==> config.mk <==
export PLATFORM = sky130hd
export DESIGN_NAME = fa_bist
export DESIGN_NICKNAME = d
export VERILOG_FILES = /design/src/rtl/fa_pkg.sv /design/src/rtl/fa.sv /design/src/rtl/fa_bist.sv
export SDC_FILE = /design/constraint.sdc
export NUM_CORES = 1
export LEC_CHECK = 0
export ABC_CLOCK_PERIOD_IN_PS = 2200
export CAP_MARGIN = 0
export CORE_AREA = 4 4 59 61
export CTS_CLUSTER_SIZE = 40
export DETAILED_ROUTE_END_ITERATION = 10
export DIE_AREA = 0 0 63 65
export GPL_TIMING_DRIVEN = 0
export HOLD_SLACK_MARGIN = 0.06
export PLACE_DENSITY = 0.79
export SLEW_MARGIN = 20
export SYNTH_ARGS = -nofsm -noshare
export SYNTH_HDL_FRONTEND = slang
export SYNTH_HIERARCHICAL = 1
export SYNTH_SLANG_ARGS = --single-unit
export TNS_END_PERCENT = 30
==> constraint.sdc <==
create_clock -name clk -period 2.2 [get_ports clk]
set_clock_uncertainty 0.2 [all_clocks]
set_input_delay 0.55 -clock clk [delete_from_list [all_inputs] [get_ports clk]]
set_output_delay 0.55 -clock clk [all_outputs]
set_load 0.01 [all_outputs]
==> src/rtl/fa_pkg.sv <==
// Shared types and sizes for the full-adder self-test controller.
package fa_pkg;

  localparam int unsigned NUM_VECTORS = 8;
  localparam int unsigned VEC_W       = 3;
  localparam int unsigned ERR_W       = 4;
  localparam int unsigned WCNT_W      = 8;

  typedef enum logic [1:0] {
    IDLE = 2'd0,
    RUN  = 2'd1,
    DONE = 2'd2
  } fa_bist_state_t;

endpackage : fa_pkg

==> src/rtl/fa.sv <==
// 1-bit full adder; also serves as the golden model inside fa_bist.
module fa (
  input  logic a,
  input  logic b,
  input  logic c,
  output logic sum,
  output logic carry
);

  assign sum   = a ^ b ^ c;
  assign carry = (a & b) | (a & c) | (b & c);

endmodule : fa

==> src/rtl/fa_bist.sv <==
// Exhaustive self-test controller for a 1-bit full adder: walks all eight
// input vectors, checks each against a golden fa, and reports the results.
module fa_bist
  import fa_pkg::*;
#(
  parameter int unsigned SETTLE_CYCLES = 4
) (
  input  logic             clk,
  input  logic             rst_n,
  input  logic             start,
  input  logic             sum,
  input  logic             carry,
  output logic             a,
  output logic             b,
  output logic             c,
  output logic             busy,
  output logic             done,
  output logic             pass,
  output logic [ERR_W-1:0] err_cnt,
  output logic             fail_valid,
  output logic [VEC_W-1:0] fail_vec
);

  if (SETTLE_CYCLES < 1 || SETTLE_CYCLES > 255) begin : g_bad_settle
    $error("fa_bist: SETTLE_CYCLES must be in 1..255");
  end

  localparam logic [WCNT_W-1:0] WCNT_RELOAD = WCNT_W'(SETTLE_CYCLES - 1);
  localparam logic [VEC_W-1:0]  LAST_VEC    = VEC_W'(NUM_VECTORS - 1);

  fa_bist_state_t    state_q, state_d;
  logic [VEC_W-1:0]  vec_q, vec_d;
  logic [WCNT_W-1:0] wcnt_q, wcnt_d;
  logic [ERR_W-1:0]  err_cnt_d;
  logic              fail_valid_d;
  logic [VEC_W-1:0]  fail_vec_d;
  logic [VEC_W-1:0]  abc_d;
  logic              busy_d;
  logic              done_d;
  logic              gold_sum;
  logic              gold_carry;
  logic              mismatch;

  // Golden reference driven from the internal vector register.
  fa u_gold (
    .a     (vec_q[2]),
    .b     (vec_q[1]),
    .c     (vec_q[0]),
    .sum   (gold_sum),
    .carry (gold_carry)
  );

  assign mismatch = (sum != gold_sum) || (carry != gold_carry);
  assign pass     = done && (err_cnt == '0);

  // Next-state, counters and next registered outputs.
  always_comb begin
    state_d      = state_q;
    vec_d        = vec_q;
    wcnt_d       = wcnt_q;
    err_cnt_d    = err_cnt;
    fail_valid_d = fail_valid;
    fail_vec_d   = fail_vec;

    unique case (state_q)
      IDLE, DONE: begin
        if (start) begin
          state_d      = RUN;
          vec_d        = '0;
          wcnt_d       = WCNT_RELOAD;
          err_cnt_d    = '0;
          fail_valid_d = 1'b0;
          fail_vec_d   = '0;
        end
      end
      RUN: begin
        if (wcnt_q != '0) begin
          wcnt_d = wcnt_q - WCNT_W'(1);
        end else begin
          if (mismatch) begin
            err_cnt_d = err_cnt + ERR_W'(1);
            if (!fail_valid) begin
              fail_valid_d = 1'b1;
              fail_vec_d   = vec_q;
            end
          end
          // Completion wins over increment so vec never wraps in a run.
          if (vec_q == LAST_VEC) begin
            state_d = DONE;
          end else begin
            vec_d  = vec_q + VEC_W'(1);
            wcnt_d = WCNT_RELOAD;
          end
        end
      end
      default: state_d = IDLE;
    endcase

    abc_d  = (state_d == RUN) ? vec_d : '0;
    busy_d = (state_d == RUN);
    done_d = (state_d == DONE);
  end

  always_ff @(posedge clk or negedge rst_n) begin
    if (!rst_n) begin
      state_q    <= IDLE;
      vec_q      <= '0;
      wcnt_q     <= '0;
      err_cnt    <= '0;
      fail_valid <= 1'b0;
      fail_vec   <= '0;
      a          <= 1'b0;
      b          <= 1'b0;
      c          <= 1'b0;
      busy       <= 1'b0;
      done       <= 1'b0;
    end else begin
      state_q    <= state_d;
      vec_q      <= vec_d;
      wcnt_q     <= wcnt_d;
      err_cnt    <= err_cnt_d;
      fail_valid <= fail_valid_d;
      fail_vec   <= fail_vec_d;
      {a, b, c}  <= abc_d;
      busy       <= busy_d;
      done       <= done_d;
    end
  end

endmodule : fa_bist
==> results summary, run 1 <==
The path with the worst hold slack has its endpoint at fail_vec[1]$_DFFE_PN0P_. The launch point of the worst path is vec_q[0]$_DFF_PN0_. The run finished with clean final reports. The utilization after layout came out at between 50% and 60%. The gate family responsible for the most delay along the worst path is simple AND/OR/NAND/NOR gates. The largest single stage delay on the critical path is 0.55 ns.

In this run, synthesis produced a sequential element count of 26. The signal on the critical path passes through fa_1 -> xor2_1 -> nor3_2 -> buf_4 -> or4_1 -> nand3_1. Counting instances in the post-synthesis netlist gives the leading cell types as dfrtp_1 (26), inv_1 (9), a21oi_1 (8), nor2_1 (8). STA classifies the critical path startpoint as a flop. The tree built by TritonCTS fans out to 26 sinks. Summing the sequential cell areas from Yosys gives ~47% of the chip area. The transition time at the pin with the least slew margin came out at 0.5895 ns. The port buffer count is 18. In this run switching power makes up 38.87% of total power.

The share of the clock period used by the worst path is 99.05%. The clock slew seen by the registers of the worst setup and hold paths is about 0.15 ns. The summed negative setup slack over all endpoints is 0 ns.

The data arrival at the endpoint of the critical path is ~2.3 ns. The worst register-to-register path begins at vec_q[0]$_DFF_PN0_. The final hold violation count was 0. In this run, the combinational gates consume approximately 48% of the power. The proportion of netlist area held by the largest area contributor is a little under half.

The critical path is of the flop to flop type. The floorplan step defined a die boundary enclosing roughly 4100 µm². The number of global-route vias before repair came out at about 1.1k. The worst-skew pair later-pin latency came out at 0.33 ns. The number of endpoints failing setup at the final stage came out at 0. The worst register-to-register path ends at err_cnt[2]$_DFFE_PN0P_.

Yosys mapped the design onto 47 distinct sky130hd cell types. The initial detailed-routing violation count is 22. Counting flops with a built-in enable in the synthesized netlist gives 0. The detail route stage leaves a number of antenna-violating nets equal to 0. The final global-route overflow total came out at 0.

In this run the number of H-tree levels came out at 1. The highest net fanout along the worst path is 4. In this run the most critical hold path is launched from fail_vec[1]$_DFFE_PN0P_. The global-route wire length before repair is approximately 5 mm. In this run the vertical extent of the chip is between 60 and 70 µm. The critical-path cell with the highest stage delay is fa_1.

The maximum resistive drop on vdd is 0.5976 mV. The library cell occupying the most area in the post-synthesis netlist is dfrtp_1. Max-cap violations in this run came to 0. The average wire per standard cell came out at around 15 µm.

The routed via count came out at 1106. For this design the top-level I/O count stands at 19. The placeable core region came out at between 2000 and 3000 µm². The total DRC errors in the routed layout is 0.

The total number of placement rows came out at 20. Summed over all layers, the routed wires come to between 2 and 3 mm. The number of warnings reported in the yosys synthesis log is 6. The final weighted congestion in routability-driven placement is 0.7878. The sum of net half-perimeters after detailed placement came out at 2.099 mm. Based on the critical path, the design can be clocked at up to 0.4589 GHz.

The antenna cell count came out at 0. Yosys attributes the largest share of cell area to dfrtp_1 (47%), ha_1 (3.6%), a21oi_1 (2.9%), o2bb2ai_1 (2.5%), inv_1 (2.4%). The fraction of power consumed by the clock network is between 10% and 20%. Power spread over the standard cell area amounts to between 1000 and 1500 nW/µm².

Cell internal power was estimated by the tool at 0.001206 W. In the global route stage, overall resource usage came out at between 10 and 15%. Summed over all nets, the switching power comes to 0.0007668 W. The internal reg-to-reg setup slack is ~0.021 ns. The total nets after synthesis came out at between 100 and 150. CTS placed an instance of clkbuf_4 at the clock tree root. The fraction of layout instances using a drive strength above 1 came out at a little under a quarter. In this run the static leakage power is about 0.74 nW. For the worst flop-to-flop path, the logic depth is 6. The maximum number of buffers from clock root to sink came out at 2.

For this run, the post-layout net count is roughly 170. The initial antenna violation count is 0. The post-synthesis instance total is roughly 130. TritonCTS built the clock tree. Entering global routing, the biggest net connects 27 pins. In the synthesized netlist the dominant register cell turns out to be dfrtp_1. The number of buffers and inverters on the critical path is 1.

Buffers inserted during clock tree synthesis total 3. The sequential power share is between 40 and 50%. The library cell with the highest instance count after synthesis is dfrtp_1. The shortest clock period the worst path allows after layout came out at 2.179 ns. The count of final max-slew check failures is 0. Counting instances, the worst hold path has a depth of 2. Measured against its own limit, the worst slew margin works out to between 60% and 70%. The async set-or-reset flop fraction in the synthesized netlist came out at 100.0%. Setup repair after global routing could not meet its margin everywhere. In this run the worst hold path is classified as flop to flop. The cell area after synthesis is 1383 µm².

The synthesized area per cell came out at 10.72 µm². The die outline width is 63 µm. The post-synthesis to final-layout area growth is 23.89%. The worst setup path is captured at a flop. The initial utilization of the core area, before any placement, comes to 46.43%. The required time of the critical path came out at 2.28 ns. The count of TritonRoute iterations in the first routing pass is 4. Using the TritonRoute via totals, the vias-per-cell ratio works out to about 5.9.
power by group through the flow:
stage | registers (W) | clock network, W | logic, W
6_report | 0.000792 | 0.000244 | 0.000936
5_1_grt | 0.000820 | 0.000265 | 0.00103
4_1_cts | 0.000791 | 0.000247 | 0.000905
3_5_place_dp | 0.000795 | 0 | 0.000850
3_3_place_gp | 0.000782 | 0 | 0.000825
2_1_floorplan | 0.000793 | 0 | 0.000571
layout by cell type (no fill, tap or decap), types with 2 or more instances in the layout:
master and n:
buf_4 4, nor2_1 7, nand2b_1 2, o32ai_1 2, nor3_1 4, nand3_1 6
o21ai_0 5, inv_1 8, nand2_1 5, o22ai_1 2, o2bb2ai_1 4, ha_1 3
nand4_1 2, a21oi_1 8, clkbuf_4 3, nor3_2 2, or4_1 2, clkdlybuf4s50_1 16
a22o_1 3, xor2_1 3, buf_2 3, inv_2 2, dfrtp_1 22, a21o_1 3
dfrtp_2 4
routing by layer:
layer,track usage [%],vias to the layer above,part of all wire [%]
li1,-,530,-
met1,17.77,556,43
met2,26.88,15,52
met3,2.426,5,3.1
met4,4.959,0,1.1
met5,0,-,0
worst min-delay path: cells and delay by family, from the launching register on:
family                 cells  cell delay (ns)
DFF                        1             0.40
buffers and inverters      1             0.05
AOI/OAI and AO/OA          1             0.05
state kept, by name, summed over array words and instances, names as in the netlist:
signal      cells
state_q         2
fail_valid      1
done            1
vec_q           3
c               1
err_cnt         4
fail_vec        3
busy            1
b               1
wcnt_q          8
a               1
worst max-delay path by stage:
stage / cells past startpoint / slack (ns) / to
floorplan: 5 / 0.06 / err_cnt[3]$_DFFE_PN0P_
global placement: 5 / -0.13 / wcnt_q[6]$_DFFE_PN0P_
detailed placement: 5 / -0.17 / err_cnt[2]$_DFFE_PN0P_
CTS: 6 / -0.06 / err_cnt[2]$_DFFE_PN0P_
global route: 6 / -0.04 / err_cnt[2]$_DFFE_PN0P_
finish: 6 / 0.02 / err_cnt[2]$_DFFE_PN0P_
area by class of cell:
| class | count | area (µm²) |
|---|---|---|
| Buffer | 2 | 16.27 |
| Clock buffer | 4 | 36.28 |
| Inverter | 10 | 37.54 |
| Tap cell | 33 | 41.29 |
| Multi-Input combinational cell | 91 | 715.7 |
| Fill cell | 274 | 1265 |
| Timing Repair Buffer | 23 | 210.2 |
| Sequential cell | 26 | 655.6 |
repair_timing:
action                                  4_1_cts  5_1_grt
resized for setup                             6       10
pin swaps                                     1        6
hold endpoints to repair                     26        0
endpoints found under the setup margin       11        9
hold buffers                                  1        0
buffers inserted                              2        2
cells by family after synthesis:
logic type               count (synthesis)  synth area share (%)
XOR/XNOR                                 4                 2.534
AND/OR/NAND/NOR                         45                 20.45
buffers and inverters                   12                 3.891
multiplexers                             2                 1.538
adder cells (fa/ha/maj)                  5                 5.068
AO/OA/AOI/OAI                           35                 19.46
flip-flops                              26                 47.06
per-stage QoR:
stage	cell area [µm²]	power [W]	instances	setup slack, ns	hold WS, ns
after detailed placement	1604	0.001645	180	-0.1701	0.3020
final	1713	0.001973	189	0.02083	0.3172
after floorplan	1388	0.001364	129	0.06289	0.05441
after global placement	1609	0.001607	180	-0.1336	0.2989
after global routing	1713	0.002115	189	-0.03541	0.3404
after CTS	1687	0.001942	187	-0.05962	0.3220
(Power assumes the default switching activity.)
==> run 2: changes to the inputs <==
- GPL_ROUTABILITY_DRIVEN: default -> 1
==> results of run 2 <==
Final layout, timing and power as in run 1 (identical DEF).
